[src/rtl/cpu_pkg.sv]
// Shared CPU definitions: instruction format, opcodes and the fetch
// sequencer state encoding used by the sequencer, Controller and bench.
package cpu_pkg;

  localparam int INSTR_W  = 16;
  localparam int OPCODE_W = 3;

  typedef enum logic [OPCODE_W-1:0] {
    OP_LDA = 3'b000,
    OP_STA = 3'b001,
    OP_ADD = 3'b010,
    OP_SUB = 3'b011,
    OP_JMP = 3'b100,
    OP_JEZ = 3'b101,
    OP_LDI = 3'b110,
    OP_HLT = 3'b111
  } op_e;

  typedef enum logic [1:0] {
    ST_IDLE  = 2'd0,
    ST_FETCH = 2'd1,
    ST_EXEC  = 2'd2,
    ST_HALT  = 2'd3
  } seq_state_e;

endpackage

[src/rtl/pc_counter.sv]
// Program counter with start reload, jump load and wrapping increment.
module pc_counter #(
  parameter int                 ADDR_W     = 13,
  parameter logic [ADDR_W-1:0]  START_ADDR = '0
) (
  input  logic              clk,
  input  logic              rst,
  input  logic              load_start,
  input  logic              load_jump,
  input  logic [ADDR_W-1:0] jump_addr,
  input  logic              incr,
  output logic [ADDR_W-1:0] pc
);

  localparam logic [ADDR_W-1:0] PC_ONE = {{(ADDR_W-1){1'b0}}, 1'b1};

  // PC register; increment wraps naturally at 2^ADDR_W
  always_ff @(posedge clk or posedge rst) begin
    if (rst) begin
      pc <= START_ADDR;
    end else if (load_start) begin
      pc <= START_ADDR;
    end else if (load_jump) begin
      pc <= jump_addr;
    end else if (incr) begin
      pc <= pc + PC_ONE;
    end
  end

endmodule

[src/rtl/fetch_sequencer.sv]
// Fetch/execute sequencer: owns the PC, fetches instructions over a
// req/ack handshake, presents opcode/operand and stops on HLT.
//
//   state    | meaning
//   ---------+-----------------------------------------------------
//   ST_IDLE  | after reset; waits for start
//   ST_FETCH | imem_req high at imem_addr=pc until imem_ack
//   ST_EXEC  | one-cycle exec_valid strobe; pc updated at its end
//   ST_HALT  | HLT executed; halted=1, waits for start
module fetch_sequencer
  import cpu_pkg::*;
#(
  parameter int                 ADDR_W     = 13,
  parameter logic [ADDR_W-1:0]  START_ADDR = '0
) (
  input  logic                clk,
  input  logic                rst,
  input  logic                start,
  output logic                imem_req,
  output logic [ADDR_W-1:0]   imem_addr,
  input  logic                imem_ack,
  input  logic [INSTR_W-1:0]  imem_rdata,
  output logic [OPCODE_W-1:0] opcode,
  output logic [ADDR_W-1:0]   operand,
  output logic                exec_valid,
  input  logic                pc_src,
  output logic [ADDR_W-1:0]   pc,
  output logic                halted
);

  seq_state_e state_q;
  seq_state_e state_d;

  logic load_start;
  logic load_jump;
  logic incr;
  logic is_hlt;

  assign is_hlt = (opcode == OP_HLT);

  // State register; async reset drops imem_req immediately
  always_ff @(posedge clk or posedge rst) begin
    if (rst) begin
      state_q <= ST_IDLE;
    end else begin
      state_q <= state_d;
    end
  end

  // Next-state logic
  always_comb begin
    state_d = state_q;
    case (state_q)
      ST_IDLE:  if (start)    state_d = ST_FETCH;
      ST_FETCH: if (imem_ack) state_d = ST_EXEC;
      ST_EXEC:  state_d = is_hlt ? ST_HALT : ST_FETCH;
      ST_HALT:  if (start)    state_d = ST_FETCH;
      default:  state_d = ST_IDLE;
    endcase
  end

  // Moore outputs and PC control, decoded from registered state only
  always_comb begin
    imem_req   = 1'b0;
    exec_valid = 1'b0;
    halted     = 1'b0;
    load_start = 1'b0;
    load_jump  = 1'b0;
    incr       = 1'b0;
    case (state_q)
      ST_IDLE: begin
        load_start = start;
      end
      ST_FETCH: begin
        imem_req = 1'b1;
      end
      ST_EXEC: begin
        exec_valid = 1'b1;
        // HLT ignores pc_src and always advances
        load_jump  = pc_src && !is_hlt;
        incr       = !(pc_src && !is_hlt);
      end
      ST_HALT: begin
        halted     = 1'b1;
        load_start = start;
      end
      default: begin
        imem_req = 1'b0;
      end
    endcase
  end

  // Instruction latch; fields hold until the next accepted fetch
  always_ff @(posedge clk or posedge rst) begin
    if (rst) begin
      opcode  <= '0;
      operand <= '0;
    end else if (state_q == ST_FETCH && imem_ack) begin
      opcode  <= imem_rdata[INSTR_W-1 -: OPCODE_W];
      operand <= imem_rdata[ADDR_W-1:0];
    end
  end

  pc_counter #(
    .ADDR_W     (ADDR_W),
    .START_ADDR (START_ADDR)
  ) u_pc_counter (
    .clk        (clk),
    .rst        (rst),
    .load_start (load_start),
    .load_jump  (load_jump),
    .jump_addr  (operand),
    .incr       (incr),
    .pc         (pc)
  );

  assign imem_addr = pc;

endmodule

[config.mk]
export PLATFORM = sky130hd
export DESIGN_NAME = fetch_sequencer
export DESIGN_NICKNAME = d
export VERILOG_FILES = /design/src/rtl/cpu_pkg.sv /design/src/rtl/pc_counter.sv /design/src/rtl/fetch_sequencer.sv
export SDC_FILE = /design/constraint.sdc
export NUM_CORES = 1
export LEC_CHECK = 0
export CAP_MARGIN = 20
export CORE_ASPECT_RATIO = 1.5
export CORE_MARGIN = 2
export CORE_UTILIZATION = 44
export DETAILED_ROUTE_END_ITERATION = 10
export PLACE_DENSITY = 0.92
export SLEW_MARGIN = 30
export SYNTH_ARGS = -nofsm -noshare
export SYNTH_HDL_FRONTEND = slang
export SYNTH_SLANG_ARGS = --single-unit
[constraint.sdc]
create_clock -name clk -period 2.2 [get_ports clk]
set_clock_uncertainty 0.1 [all_clocks]
set_input_delay 0.22 -clock clk [delete_from_list [all_inputs] [get_ports clk]]
set_output_delay 0.22 -clock clk [all_outputs]
set_load 0.1 [all_outputs]
# Word level (Yosys, flattened, before mapping)
# Index checks and enable logic that the tools add are counted.
# totals
ff_bits,31
inputBits,21
out_inout_bits,45
wordCells,32
# classes
n_eq_ne,6
add_sub_neg,1
mux,13
reduce_logical,8
# op_table
cell,n
two-way mux 13 bit,3
adder 13 x 1 -> 13 bit (second input constant),1
two-way mux 1 bit,6
two-way mux 2 bit,3
case mux 2 bit (3 select lines),1
equality test 2 bit (second input constant),2
equality test 3 bit (second input constant),1
nonzero test 3 bit,1
equality test 2 x 1 -> 1 bit (second input constant),1
logical AND 1 bit,2
zero test 1 bit,2
zero test 2 bit,1
inequality test 2 x 1 -> 1 bit (second input constant),1
inequality test 2 bit (second input constant),1
AND reduction 2 bit,1
OR reduction 2 bit,1

# Longest topological paths before layout
# logic_depth
ltp_word,8
mapped_depth,7

# Hierarchy
# Synthesis repeated with hierarchy kept, for this count alone.
# hier_totals
hier_cells,151
area_unflattened_um2,1709.1
# by_module_without_submodules
module,n_inst,cells_each,area_per_inst_um2
fetch_sequencer,1,67,922.1
pc_counter,1,84,787.0

# Least setup slack after synthesis
# Ideal clock, no wire load.
# synth_timing
path_kind,flip-flop to flip-flop
from,reg u_pc_counter.pc[0]
to,reg u_pc_counter.pc[10]
slack_ns,-0.299
setup_time_ns,0.082
path_stages_with_launch,6
period_less_slack_ns,2.499
t_arrival_ns,2.317
t_required_ns,2.018
cell_sequence,dfrtp_1 ha_1 and4_1 nand3_1 or4b_1 a31oi_1
# synth_between
elab_chain_cells,4
# synth_lines
item,line_no,source
start: declaration,pc_counter.sv:12,output logic [ADDR_W-1:0] pc
start signal: assignment,pc_counter.sv:24,pc <= jump_addr;
start signal: assignment,pc_counter.sv:26,pc <= pc + PC_ONE;
adder 13 x 1 -> 13 bit,pc_counter.sv:26,
two-way mux 13 bit,pc_counter.sv:25,end else if (incr) begin
two-way mux 13 bit,pc_counter.sv:23,end else if (load_jump) begin
two-way mux 13 bit,pc_counter.sv:21,end else if (load_start) begin
# Every way passes these cells. The select of a mux whose other input is x is not followed.
# A chain may end at the register's enable or synchronous reset.

# Worst setup path after layout
# Ends and elaborated chain as after synthesis.

==> qor.yml <==
floorplanning:
  num_rows: 28
  die_x_um: 55.8
  die_y_um: 81.7
  initial_core_util_pct: 45.5
  die_area_um2: 4550
  core_um2: 3890
  pin_count: 66
critical_path:
  arrival_ns: 2.00
  critical_path.top_delay_family: "simple AND/OR/NAND/NOR gates"
  slowest_stage: "or4b_1"
  cp-start-kind: "register"
  crit_type: "register to register"
  crit_fanout: 7
  critPathMaxStageDelay_ns: 0.48
  cp_data_required_time_ns: 2.31
  worst-path-buf-inv: 0
  crit_chain: "ha_1 -> and4_1 -> nand3_1 -> or4b_1 -> a31oi_1"
  endpoint_kind: "register"
clock_network:
  cts_hold_buf: 0
  clock_sinks: 31
  postCtsSetupBuffers: 0
  clk_path_buf_depth: 2
  clkTransAtPathRegs_ns: 0.07
  htree_levels: 2
  cts_tree: "yes"
  clockRootBuffer: "clkbuf_8"
  cts_buffers: 5
  cts-resized-gates: 0
  clk_latency_ns: 0.29
global_route:
  grt_overflow: 0
  antenna_found_initial: 0
  grt_pass1_vias: 1496
  grt_max_degree: 19
  grt_pass1_wl_mm: 7.07
  grt_usage_pct: 20.3
sta:
  worst_slew_pin_slew_ns: 0.693
  setup_viol: 0
  drv_slew: 0
  rsz0062_at_grt: "false"
  fin_crit_sh_pct: 86.0
  hold_viol: 0
  maxSlewHeadroom_pct: 53.7
  min_period_ns: 1.89
  whs_ns: 0.227
  clock.fmax_ghz: 0.529
synthesis:
  syn_inst: 174
  ys_types: 39
  synth_area_per_cell_um2: 10.2
  yosysTopAreaCell: "dfrtp_1"
  ys_ff_latch: 31
  syn-cell-area_um2: 1770
  yosys-top-cells-area: "dfrtp_1 (44%), mux2_2 (10%), buf_4 (5.5%), nand3_1 (3.4%), a31oi_1 (2.8%)"
  seq_area_frac_synth_pct: 43.8
  synth_top_area_share_pct: 43.8
  yosysWarnings: 0
  synthesis.nets: 199
drt:
  drt_first_iter_violations: 57
  drt_pass1_iterations: 4
  vias_per_cell: 5.71
  drc_errors: 0
  totalWireLength_mm: 4.36
  wire_per_inst_um: 15.8
  num_vias: 1570
  postRouteAntennaNets: 0
min_path:
  worstHoldPathType: "input pin to async pin"
run_status:
  status: "completed"
final_layout:
  drive_above_1_share_pct: 34.8
  nets: 254
  n_antenna_cell: 0
  syn_to_final_growth_pct: 34.7
flow_run:
  maxCapViolations: 0
placed_design:
  dp_hpwl_mm: 3.27
  port_buffers: 65
  gp_congestion: 0.908
-- logic make-up (layout without fill, tap and decap cells) --
family / after synthesis / after routing / share of synthesized area [%]
compound gates: 39 / 39 / 14.8
fa+ha+maj: 4 / 4 / 2.83
simple gates: 53 / 53 / 17.3
flops: 31 / 31 / 43.8
buf+inv: 28 / 84 / 9.33
mux: 19 / 19 / 11.9
-- registers in the layout, indices dropped and copies added (netlist names) --
| signal | count |
|---|---|
| operand | 13 |
| u_pc_counter.pc | 13 |
| opcode | 3 |
| state_q | 2 |
-- area by class of cell --
class                   count  area [um^2]
repair buffers             71          596
multi-input cells         115          833
flip-flops and latches     31          778
well taps                  45         56.3
inverters                   5         18.8
clock buffers               8          100
fillers                   316         1510
-- layer usage --
layer  up-vias  track usage (%)  share of wire, %
met3        12             4.72               6.2
met2        65             36.2                52
met4         0             10.0               2.8
met1       753             22.8                39
li1        740                -                 -
met5         -                0                 0
-- metrics by stage --
| step | setup TNS, ns | setup WS, ns | utilization, % | area [um^2] | cells |
|---|---|---|---|---|---|
| 2_1_floorplan | -0.171 | -0.171 | - | 1780 | 174 |
| 3_3_place_gp | 0 | 0.361 | 58.7 | 2280 | 267 |
| 3_5_place_dp | 0 | 0.327 | 58.7 | 2280 | 267 |
| 4_1_cts | 0 | 0.302 | 61.3 | 2380 | 275 |
| 5_1_grt | 0 | 0.236 | 61.3 | 2380 | 275 |
| 6_report | 0 | 0.308 | 61.3 | 2380 | 275 |
-- cell usage after synthesis --
library cell / number
a32o_1: 4
a21oi_1: 4
buf_2: 2
clkbuf_1: 6
nand3_1: 12
nand2b_1: 2
nand4_1: 5
mux2_2: 16
buf_6: 1
nor2b_1: 7
buf_4: 13
nand4b_1: 1
a21boi_0: 1
nor4_1: 1
o221ai_1: 1
ha_1: 4
mux2i_1: 3
nand3b_1: 1
nand3_4: 1
and2_1: 3
o41ai_1: 1
and3_1: 1
and2_4: 1
o31ai_1: 3
nand2_1: 12
inv_1: 5
o211ai_1: 2
a31oi_1: 8
clkbuf_2: 1
o21ai_0: 10
dfrtp_1: 31
o22ai_1: 2
a211oi_1: 1
and4_1: 2
nor3_1: 1
or4b_1: 1
o2bb2ai_1: 1
a221o_1: 1
nor2_1: 2
-- placed cells by master (no fill, tap or decap), types with 4 or more instances in the layout --
cell             netlist  final
nand4_1                5      5
clkbuf_8               0      7
a21oi_1                4      4
buf_4                 13     50
inv_1                  5      5
clkdlybuf4s50_1        0     20
o21ai_0               10     10
nand3_1               12     12
dfrtp_1               31     29
a32o_1                 4      4
a31oi_1                8      8
mux2_2                16     16
nor2b_1                7      7
nand2_1               12     12
-- path summary, 6_finish.rpt --
path / start / slack (ns) / end / cells past startpoint
worst max-delay path: u_pc_counter.pc[0] / 0.31 / u_pc_counter.pc[10] / 5
worst min-delay path: rst / 0.23 / operand[2] / 2
worst max register to register: u_pc_counter.pc[0] / 0.31 / u_pc_counter.pc[10] / 5
worst min register to register: operand[3] / 0.45 / operand[3] / 1
max in group asynchronous: rst / 1.17 / opcode[1] / 3
min in group clk: imem_rdata[1] / 0.44 / operand[1] / 2
-- worst register-to-register path, delay by kind of cell (launching register included) --
kind	cells	cell delay (ns)
AO/OA/AOI/OAI	1	0.17
flip-flops	1	0.41
AND/OR/NAND/NOR	3	0.88
adder cells (fa/ha/maj)	1	0.24
Power is left out: the tool's default activity adds up to more than one toggle a clock period on the data nets, which glitch-free logic cannot reach.
